$ cat config.mk
export PLATFORM = sky130hd
export DESIGN_NAME = secded_lane_codec
export DESIGN_NICKNAME = d
export VERILOG_FILES = /design/src/rtl/edac.sv /design/src/rtl/secded_lane_codec.sv
export SDC_FILE = /design/constraint.sdc
export NUM_CORES = 1
export LEC_CHECK = 0
export CAP_MARGIN = 30
export CORE_ASPECT_RATIO = 1.2
export CORE_MARGIN = 10
export CORE_UTILIZATION = 35
export DETAILED_ROUTE_END_ITERATION = 8
export PLACE_DENSITY = 0.66
export SYNTH_ARGS = -nofsm -noshare
export SYNTH_HDL_FRONTEND = slang
export SYNTH_SLANG_ARGS = --single-unit
$ cat constraint.sdc
create_clock -name s_clk_i -period 5.02 [get_ports s_clk_i]
set_clock_uncertainty 0.05 [all_clocks]
set_input_delay 0.502 -clock s_clk_i [delete_from_list [all_inputs] [get_ports s_clk_i]]
set_output_delay 0.502 -clock s_clk_i [all_outputs]
set_load 0.02 [all_outputs]
$ cat src/rtl/edac.sv
// Shared Hsiao (39,32) SECDED checksum used by every EDAC user in the core.
// Each data column is a distinct weight-3 7-bit value; check-bit columns are one-hot.
package edac;

  // Weight-3 values in ascending order, first 32 of the 35 available.
  localparam logic [6:0] EDAC_COLS [32] = '{
    7'h07, 7'h0B, 7'h0D, 7'h0E, 7'h13, 7'h15, 7'h16, 7'h19,
    7'h1A, 7'h1C, 7'h23, 7'h25, 7'h26, 7'h29, 7'h2A, 7'h2C,
    7'h31, 7'h32, 7'h34, 7'h38, 7'h43, 7'h45, 7'h46, 7'h49,
    7'h4A, 7'h4C, 7'h51, 7'h52, 7'h54, 7'h58, 7'h61, 7'h62
  };

  function automatic logic [6:0] edac_checksum(input logic [31:0] data);
    logic [6:0] c;
    c = '0;
    for (int i = 0; i < 32; i++) begin
      if (data[i]) c = c ^ EDAC_COLS[i];
    end
    return c;
  endfunction

endpackage

$ cat src/rtl/secded_lane_codec.sv
// Two-stage multi-lane SECDED encoder / checker-corrector with valid/ready flow
// control and saturating corrected/uncorrectable event counters.
module secded_lane_codec #(
  parameter int LANES = 2,
  parameter int CNT_W = 16
) (
  input  logic                  s_clk_i,
  input  logic                  s_resetn_i,
  input  logic                  s_valid_i,
  output logic                  s_ready_o,
  input  logic                  s_mode_i,
  input  logic [32*LANES-1:0]   s_data_i,
  input  logic [7*LANES-1:0]    s_checksum_i,
  output logic                  s_valid_o,
  input  logic                  s_ready_i,
  output logic [32*LANES-1:0]   s_data_o,
  output logic [7*LANES-1:0]    s_checksum_o,
  output logic [LANES-1:0]      s_ce_o,
  output logic [LANES-1:0]      s_ue_o,
  input  logic                  s_cnt_clr_i,
  output logic [CNT_W-1:0]      s_ce_cnt_o,
  output logic [CNT_W-1:0]      s_ue_cnt_o
);
  import edac::*;

  // Handshake: a beat moves across an interface on a clock edge where that
  // interface's valid and ready are both high. Both stages advance together
  // whenever stage 2 is empty or being drained, so s_ready_o follows s_ready_i
  // combinationally and a stalled output holds every output bit stable.

  logic                  w_adv;
  logic [7*LANES-1:0]    w_syn;
  logic [32*LANES-1:0]   w_data_c;
  logic [7*LANES-1:0]    w_chk_c;
  logic [LANES-1:0]      w_ce;
  logic [LANES-1:0]      w_ue;

  logic                  r_v1;
  logic                  r_mode1;
  logic [32*LANES-1:0]   r_data1;
  logic [7*LANES-1:0]    r_syn1;

  logic                  r_v2;
  logic [32*LANES-1:0]   r_data2;
  logic [7*LANES-1:0]    r_chk2;
  logic [LANES-1:0]      r_ce2;
  logic [LANES-1:0]      r_ue2;

  logic [CNT_W-1:0]      r_ce_cnt;
  logic [CNT_W-1:0]      r_ue_cnt;

  assign w_adv = !r_v2 || s_ready_i;

  always_comb begin
    w_syn = '0;
    for (int k = 0; k < LANES; k++) begin
      if (s_mode_i) begin
        w_syn[7*k +: 7] = edac_checksum(s_data_i[32*k +: 32]) ^ s_checksum_i[7*k +: 7];
      end
    end
  end

  always_comb begin : correct
    logic [6:0]  syn;
    logic [31:0] dat;
    logic        hit;
    logic        one_hot;
    syn      = '0;
    dat      = '0;
    hit      = 1'b0;
    one_hot  = 1'b0;
    w_data_c = '0;
    w_chk_c  = '0;
    w_ce     = '0;
    w_ue     = '0;
    for (int k = 0; k < LANES; k++) begin
      syn = r_syn1[7*k +: 7];
      dat = r_data1[32*k +: 32];
      hit = 1'b0;
      for (int i = 0; i < 32; i++) begin
        if (syn == EDAC_COLS[i]) begin
          dat[i] = ~dat[i];
          hit    = 1'b1;
        end
      end
      // One-hot syndrome means a flipped check bit: data is already correct.
      one_hot = (syn != 7'd0) && ((syn & (syn - 7'd1)) == 7'd0);
      w_data_c[32*k +: 32] = dat;
      w_chk_c[7*k +: 7]    = edac_checksum(dat);
      w_ce[k] = r_mode1 && (hit || one_hot);
      w_ue[k] = r_mode1 && (syn != 7'd0) && !(hit || one_hot);
    end
  end

  always_ff @(posedge s_clk_i or negedge s_resetn_i) begin
    if (!s_resetn_i) begin
      r_v1    <= 1'b0;
      r_mode1 <= 1'b0;
      r_data1 <= '0;
      r_syn1  <= '0;
      r_v2    <= 1'b0;
      r_data2 <= '0;
      r_chk2  <= '0;
      r_ce2   <= '0;
      r_ue2   <= '0;
    end else if (w_adv) begin
      r_v1    <= s_valid_i;
      r_mode1 <= s_mode_i;
      r_data1 <= s_data_i;
      r_syn1  <= w_syn;
      r_v2    <= r_v1;
      r_data2 <= w_data_c;
      r_chk2  <= w_chk_c;
      r_ce2   <= w_ce;
      r_ue2   <= w_ue;
    end
  end

  // Wide enough that adding up to LANES events to a full counter cannot wrap.
  function automatic logic [CNT_W-1:0] sat_add(input logic [CNT_W-1:0] cnt,
                                               input logic [LANES-1:0] flags);
    logic [CNT_W+LANES-1:0] sum;
    sum = {{LANES{1'b0}}, cnt};
    for (int k = 0; k < LANES; k++) begin
      sum = sum + {{(CNT_W+LANES-1){1'b0}}, flags[k]};
    end
    if (sum > {{LANES{1'b0}}, {CNT_W{1'b1}}}) return {CNT_W{1'b1}};
    return sum[CNT_W-1:0];
  endfunction

  always_ff @(posedge s_clk_i or negedge s_resetn_i) begin
    if (!s_resetn_i) begin
      r_ce_cnt <= '0;
      r_ue_cnt <= '0;
    end else if (s_cnt_clr_i) begin
      r_ce_cnt <= '0;
      r_ue_cnt <= '0;
    end else if (r_v2 && s_ready_i) begin
      r_ce_cnt <= sat_add(r_ce_cnt, r_ce2);
      r_ue_cnt <= sat_add(r_ue_cnt, r_ue2);
    end
  end

  assign s_ready_o    = w_adv;
  assign s_valid_o    = r_v2;
  assign s_data_o     = r_data2;
  assign s_checksum_o = r_chk2;
  assign s_ce_o       = r_ce2;
  assign s_ue_o       = r_ue2;
  assign s_ce_cnt_o   = r_ce_cnt;
  assign s_ue_cnt_o   = r_ue_cnt;

endmodule

* Yosys cells after proc, flatten, opt, wreduce, memory -nomap -nowiden
Index checks and enable logic that the tools add are counted.
** Word-level totals
- Register bits :: 195
- Output and inout port bits :: 116
- Word-level logic and storage cells :: 631
** Operators by class
- Add/subtract/negate cells :: 6
- Order comparisons :: 2
- Eq/ne operators :: 64
- Muxes and demuxes :: 336
- Bitwise logic cells :: 192
- Reductions and logical operators :: 20
** Operators with widths (count)
- $mux W7 :: 114
- $not A3 Y3 :: 124
- $mux W6 :: 40
- $eq A7 B7 Y1 const B :: 24
- $eq A7 B6 Y1 const B :: 20
- $mux W1 :: 134
- $mux W16 :: 8
- $mux W5 :: 24
- $eq A7 B5 Y1 const B :: 12
- $not A1 Y1 :: 64
- $mux W4 :: 12
- $eq A7 B4 Y1 const B :: 6
- $add A17 B1 Y18 :: 2
- $gt A18 B16 Y1 const B :: 2
- $add A16 B1 Y17 :: 2
- $and A7 B7 Y7 :: 2
- $eq A7 B3 Y1 const B :: 2
- $logic_not A7 Y1 :: 2
- $reduce_bool A7 Y1 :: 2
- $sub A7 B1 Y7 const B :: 2
- $xor A7 B7 Y7 :: 2
- $mux W3 :: 4
- $logic_and A1 B1 Y1 :: 9
- $logic_not A1 Y1 :: 3
- other kinds (2) :: 4

* Longest topological paths before layout
- Depth after elaboration :: 97
- Depth in mapped cells :: 10

* Worst setup path before layout
Ideal clock, no wire load.
- Path kind :: reg-to-reg
- Start point :: register r_syn1[4]
- End point :: register r_chk2[1], in the netlist s_checksum_o[1]
- Arrival :: 2.211 ns
- Required time :: 4.845 ns
- Path slack :: 2.634 ns
- Cell stages (with the launch flop) :: 8
- Period minus slack after synthesis :: 2.386 ns
- Path through :: dfrtp_1 > buf_6 > or3_4 > nor3_4 > xnor2_2 > xnor3_2 > xnor3_1 > mux2_4
** Between the ends
- Word-level cells in the longest chain between the ends :: 48
- Elaborated cells on any way between the ends :: 76
- Those cells by class :: eq/ne (15); mux (47); bitwise (14)
** RTL lines
- start, declared :: line secded_lane_codec.sv:41 : logic [7*LANES-1:0] r_syn1;
- start signal, assigned :: line secded_lane_codec.sv:110 : r_syn1 <= w_syn;
- $eq A7 B3 Y1 :: line secded_lane_codec.sv:81 : if (syn == EDAC_COLS[i]) begin
- $mux W1 :: line secded_lane_codec.sv:81
- $mux W3 :: line edac.sv:17 : if (data[i]) c = c ^ EDAC_COLS[i];
- $not A3 Y3 (no source line)
- $mux W4 (2 in a row) :: line edac.sv:17
- $not A3 Y3 (no source line)
- $mux W4 :: line edac.sv:17
- $not A3 Y3 (no source line)
- [25 not listed]
- $not A3 Y3 (no source line)
- $mux W7 (2 in a row) :: line edac.sv:17
- $not A3 Y3 (no source line)
- $mux W7 (3 in a row) :: line edac.sv:17
- $not A3 Y3 (no source line)
- $mux W7 (4 in a row) :: line edac.sv:17
- $not A3 Y3 (no source line)
- $mux W7 * :: line edac.sv:17
- end signal, assigned :: line secded_lane_codec.sv:113 : r_chk2 <= w_chk_c;
- end, declared :: line secded_lane_codec.sv:45 : logic [7*LANES-1:0] r_chk2;
Every way passes the cells marked *; elsewhere a longest branch is shown, timed or not.
A chain may end at the register's enable or synchronous reset.

* Worst setup path in the final report
- Start point :: register r_syn1[3]
- End point :: register r_chk2[3], in the netlist s_checksum_o[3]
** Between the ends
- Word-level cells in the longest chain between the ends :: 46
- Elaborated cells on any way between the ends :: 72
- Those cells by class :: eq/ne (14); mux (45); bitwise (13)
** RTL lines (line)
- $eq A7 B4 Y1 :: secded_lane_codec.sv:81
- $mux W1 :: secded_lane_codec.sv:81
- $mux W4 :: edac.sv:17
- $not A3 Y3 (no source line)
- $mux W4 :: edac.sv:17
- $not A3 Y3 (no source line)
- $mux W4 :: edac.sv:17
- $mux W5 (3 in a row) :: edac.sv:17
- [23 not listed]
- $not A3 Y3 (no source line)
- $mux W7 :: edac.sv:17
- $not A3 Y3 (no source line)
- $mux W7 :: edac.sv:17
- $not A3 Y3 (no source line)
- $mux W7 (4 in a row) :: edac.sv:17
- $not A3 Y3 (no source line)
- $mux W7 * (3 in a row) :: edac.sv:17
Marks and branches as above.

==> metrics.yaml <==
sta:
  period_share_pct: 69.9
  hold_viol_final: 0
  slew_viol_final: 0
  fin_crit_ns: 3.51
  worst_slack_ns: 1.51
  worst_pin_slew_ns: 1.03
  final-setup-viol-count: 0
  relSlewSlack_pct: 31.4
  rsz0062_at_grt: "no"
  tns_ns: 0
  fmaxAchievable_mhz: 285
clocking:
  clkSinkCount: 195
  cts_tree: "done"
  root_buffer: "clkbuf_16"
  cts_inserted_buffers: 17
  clk_pin_slew_ns: 0.08
  hold_buffers: 0
  cts_max_path_buffers: 2
  clk_latency_ns: 0.46
  cts_resized: 0
  postCtsSetupBuffers: 0
  htreeDepth: 4
synth:
  netlist_instances: 1470
  synth_compound_area_share_pct: 9.66
  synth_adder_area_share_pct: 0.505
  synth_simple_gate_area_share_pct: 20.2
  yosys.area_share.xor_xnor_pct: 27.8
  ys.warnings.count: 0
  ys_ff_latch: 195
  syn_area_sq_um: 12900
  seq_area_frac_synth_pct: 37.9
  syn_nets: 1558
  syn_avg_cell_area_sq_um: 8.77
  synth_top_family_by_area: "XOR/XNOR gates"
  synth.distinct_cells: 78
  synth_edf_count: 0
  async_flop_share_pct: 100
  synthFlopType: "dfrtp_1"
  synthMuxAreaShare_pct: 0.592
pwr:
  total_leakage_power_nw: 6.28
  switching_share_pct: 41.6
  power_density_nw_per_um2: 473
  comb_power_share_pct: 49.0
  p_seq_share_pct: 31.8
  clkPwrFrac_pct: 19.2
  intPower_mw: 4.37
  ir_worst_vdd_uv: 323
  power_mw: 7.49
  p_switching_mw: 3.11
global_route:
  grt_util_met2_pct: 30.4
  antenna_found_initial: 0
  grt_pass1_wl_um: 62300
  use_met1_pct: 21.2
  overflow: 0
  met3_usage_pct: 2.72
  gr-max-usage-layer: "met2"
  grt_max_degree: 110
  grt_pass1_vias: 10700
  grt_usage_pct: 17.4
die:
  row_count: 76
  ios: 200
  die_y_um: 230
  start_util_pct: 35.7
  coreArea_sq_um: 36100
  die_x_um: 195
  dieArea_sq_um: 44900
routing:
  drt_iter0_drc: 785
  vias: 10700
  dr.pass1.iters: 7
  wl_per_cell_um: 18.9
  drc: 0
  detail_route.vias_per_cell: 5.10
  ant_nets: 0
  wirelength_um: 39600
layout:
  fill_cells: 3598
  final_util_pct: 43.8
  syn_to_final_growth_pct: 22.7
  final_common_cell: "nand2_1"
  final_cell_area_sq_um: 15800
  drive_gt1_share_pct: 4.31
  multi_input_comb_area_sq_um: 7580
  mostFrequentLayoutCells: "302 x nand2_1, 244 x xnor2_1, 198 x clkdlybuf4s50_1"
  ff_latch_area_sq_um: 4880
  layout.nets: 1698
  antenna_cells: 0
placed_design:
  place_area_sq_um: 15200
  io_buffers: 199
  dpl_worst_slack_ns: 1.61
  gp_congestion: 0.934
  hpwlAfterDp_um: 30400
run_status:
  status: "finished clean"
worst_setup_path:
  cp-end-kind: "register"
  crit_type: "reg2reg"
  critPathLaunchType: "register"
  crit_required_ns: 5.29
  worst_ep_arrival_time_ns: 3.78
  crit_fanout: 21
hold_path:
  hold_path.class: "in2async"
job:
  cap_violations: 0
[metal layers]
metal  vias up  wire length (um)
met4         0               776
li1       5162                 -
met2       328             20200
met1      5123             16700
met3        46              1860
met5         -                 0
[final timing paths]
check	from	end	slack, ns	depth (start not counted)
min in group s_clk_i	r_v1	s_valid_o	0.41	1
min reg2reg	r_v1	s_valid_o	0.41	1
min	s_resetn_i	s_data_o[36]	0.03	1
max	r_syn1[3]	s_checksum_o[3]	1.51	8
max in group asynchronous	s_resetn_i	s_data_o[0]	3.88	2
max reg2reg	r_syn1[3]	s_checksum_o[3]	1.51	8
[cells by family after synthesis]
kind of cell | count (synthesis)
XOR/XNOR | 382
AND/OR/NAND/NOR | 571
flip-flops | 195
adder cells (fa/ha/maj) | 4
buffers and inverters | 103
multiplexers | 7
AO/OA/AOI/OAI | 208
[synthesized netlist by cell type, types with 3 or more instances]
library cell / n / area (sq um)
o21bai_1: 3 / 22.5
xor2_2: 3 / 48.8
mux2i_1: 5 / 50.1
xnor3_1: 13 / 293
nor2_1: 87 / 327
a32o_1: 3 / 30.0
a22o_1: 3 / 26.3
nor2b_1: 9 / 56.3
nand4_1: 19 / 119
nand2b_1: 5 / 31.3
and3_1: 11 / 68.8
buf_2: 20 / 100
o21ai_1: 3 / 15.0
and2_1: 3 / 18.8
nand3_1: 74 / 370
nor3b_1: 4 / 30.0
a31oi_1: 13 / 81.3
xnor2_1: 244 / 2140
and3b_1: 5 / 43.8
nand2_1: 302 / 1130
o21ai_0: 76 / 380
buf_1: 8 / 30.0
clkbuf_1: 57 / 214
xor2_1: 119 / 1040
a21oi_1: 52 / 260
nor4_1: 4 / 25.0
buf_4: 3 / 22.5
nor3_1: 22 / 110
dfrtp_1: 195 / 4880
a211oi_1: 15 / 113
inv_1: 11 / 41.3
o22ai_1: 8 / 50.1
o211ai_1: 8 / 60.1
[critical path, stage by stage, from the launching register on]
cell and delay [ns]:
dfrtp_1 0.65, buf_4 0.36, nor4b_1 0.80, nand2_1 0.14, xor2_1 0.39, xnor3_1 0.50
xnor2_1 0.25, xnor2_1 0.15, o21ai_0 0.08
[area by class of cell]
cell class,instances,area share (%)
multi-input combinational,1172,47.9
clock inverter,12,0.925
inverter,12,0.301
timing repair buffer,212,13.4
tap,468,3.70
sequential,195,30.8
clock buffer,20,2.89
[sequential cells by signal, summed over array words and instances, names as in the netlist, 2 cells and up]
register and flops:
r_data1 64, s_data_o 64, r_syn1 14, s_ue_o 2, s_ce_cnt_o 16, s_checksum_o 14, s_ue_cnt_o 16, s_ce_o 2
[power groups by stage]
stage	Clock, mW	Sequential, mW	Combinational, mW
after floorplan	0	2.34	2.56
after global placement	0	2.40	3.64
after global routing	1.53	2.44	3.98
final	1.43	2.38	3.67
after CTS	1.47	2.38	3.70
after detailed placement	0	2.41	3.69
[metrics by stage]
stage	hold WS (ns)	instances
finish	0.0294	2091
global route	0.105	2091
CTS	0.0662	2090
detailed placement	0.398	2058
global placement	0.400	2058
floorplan	0.156	1470
Note: power is estimated with default switching activity, not from simulation.
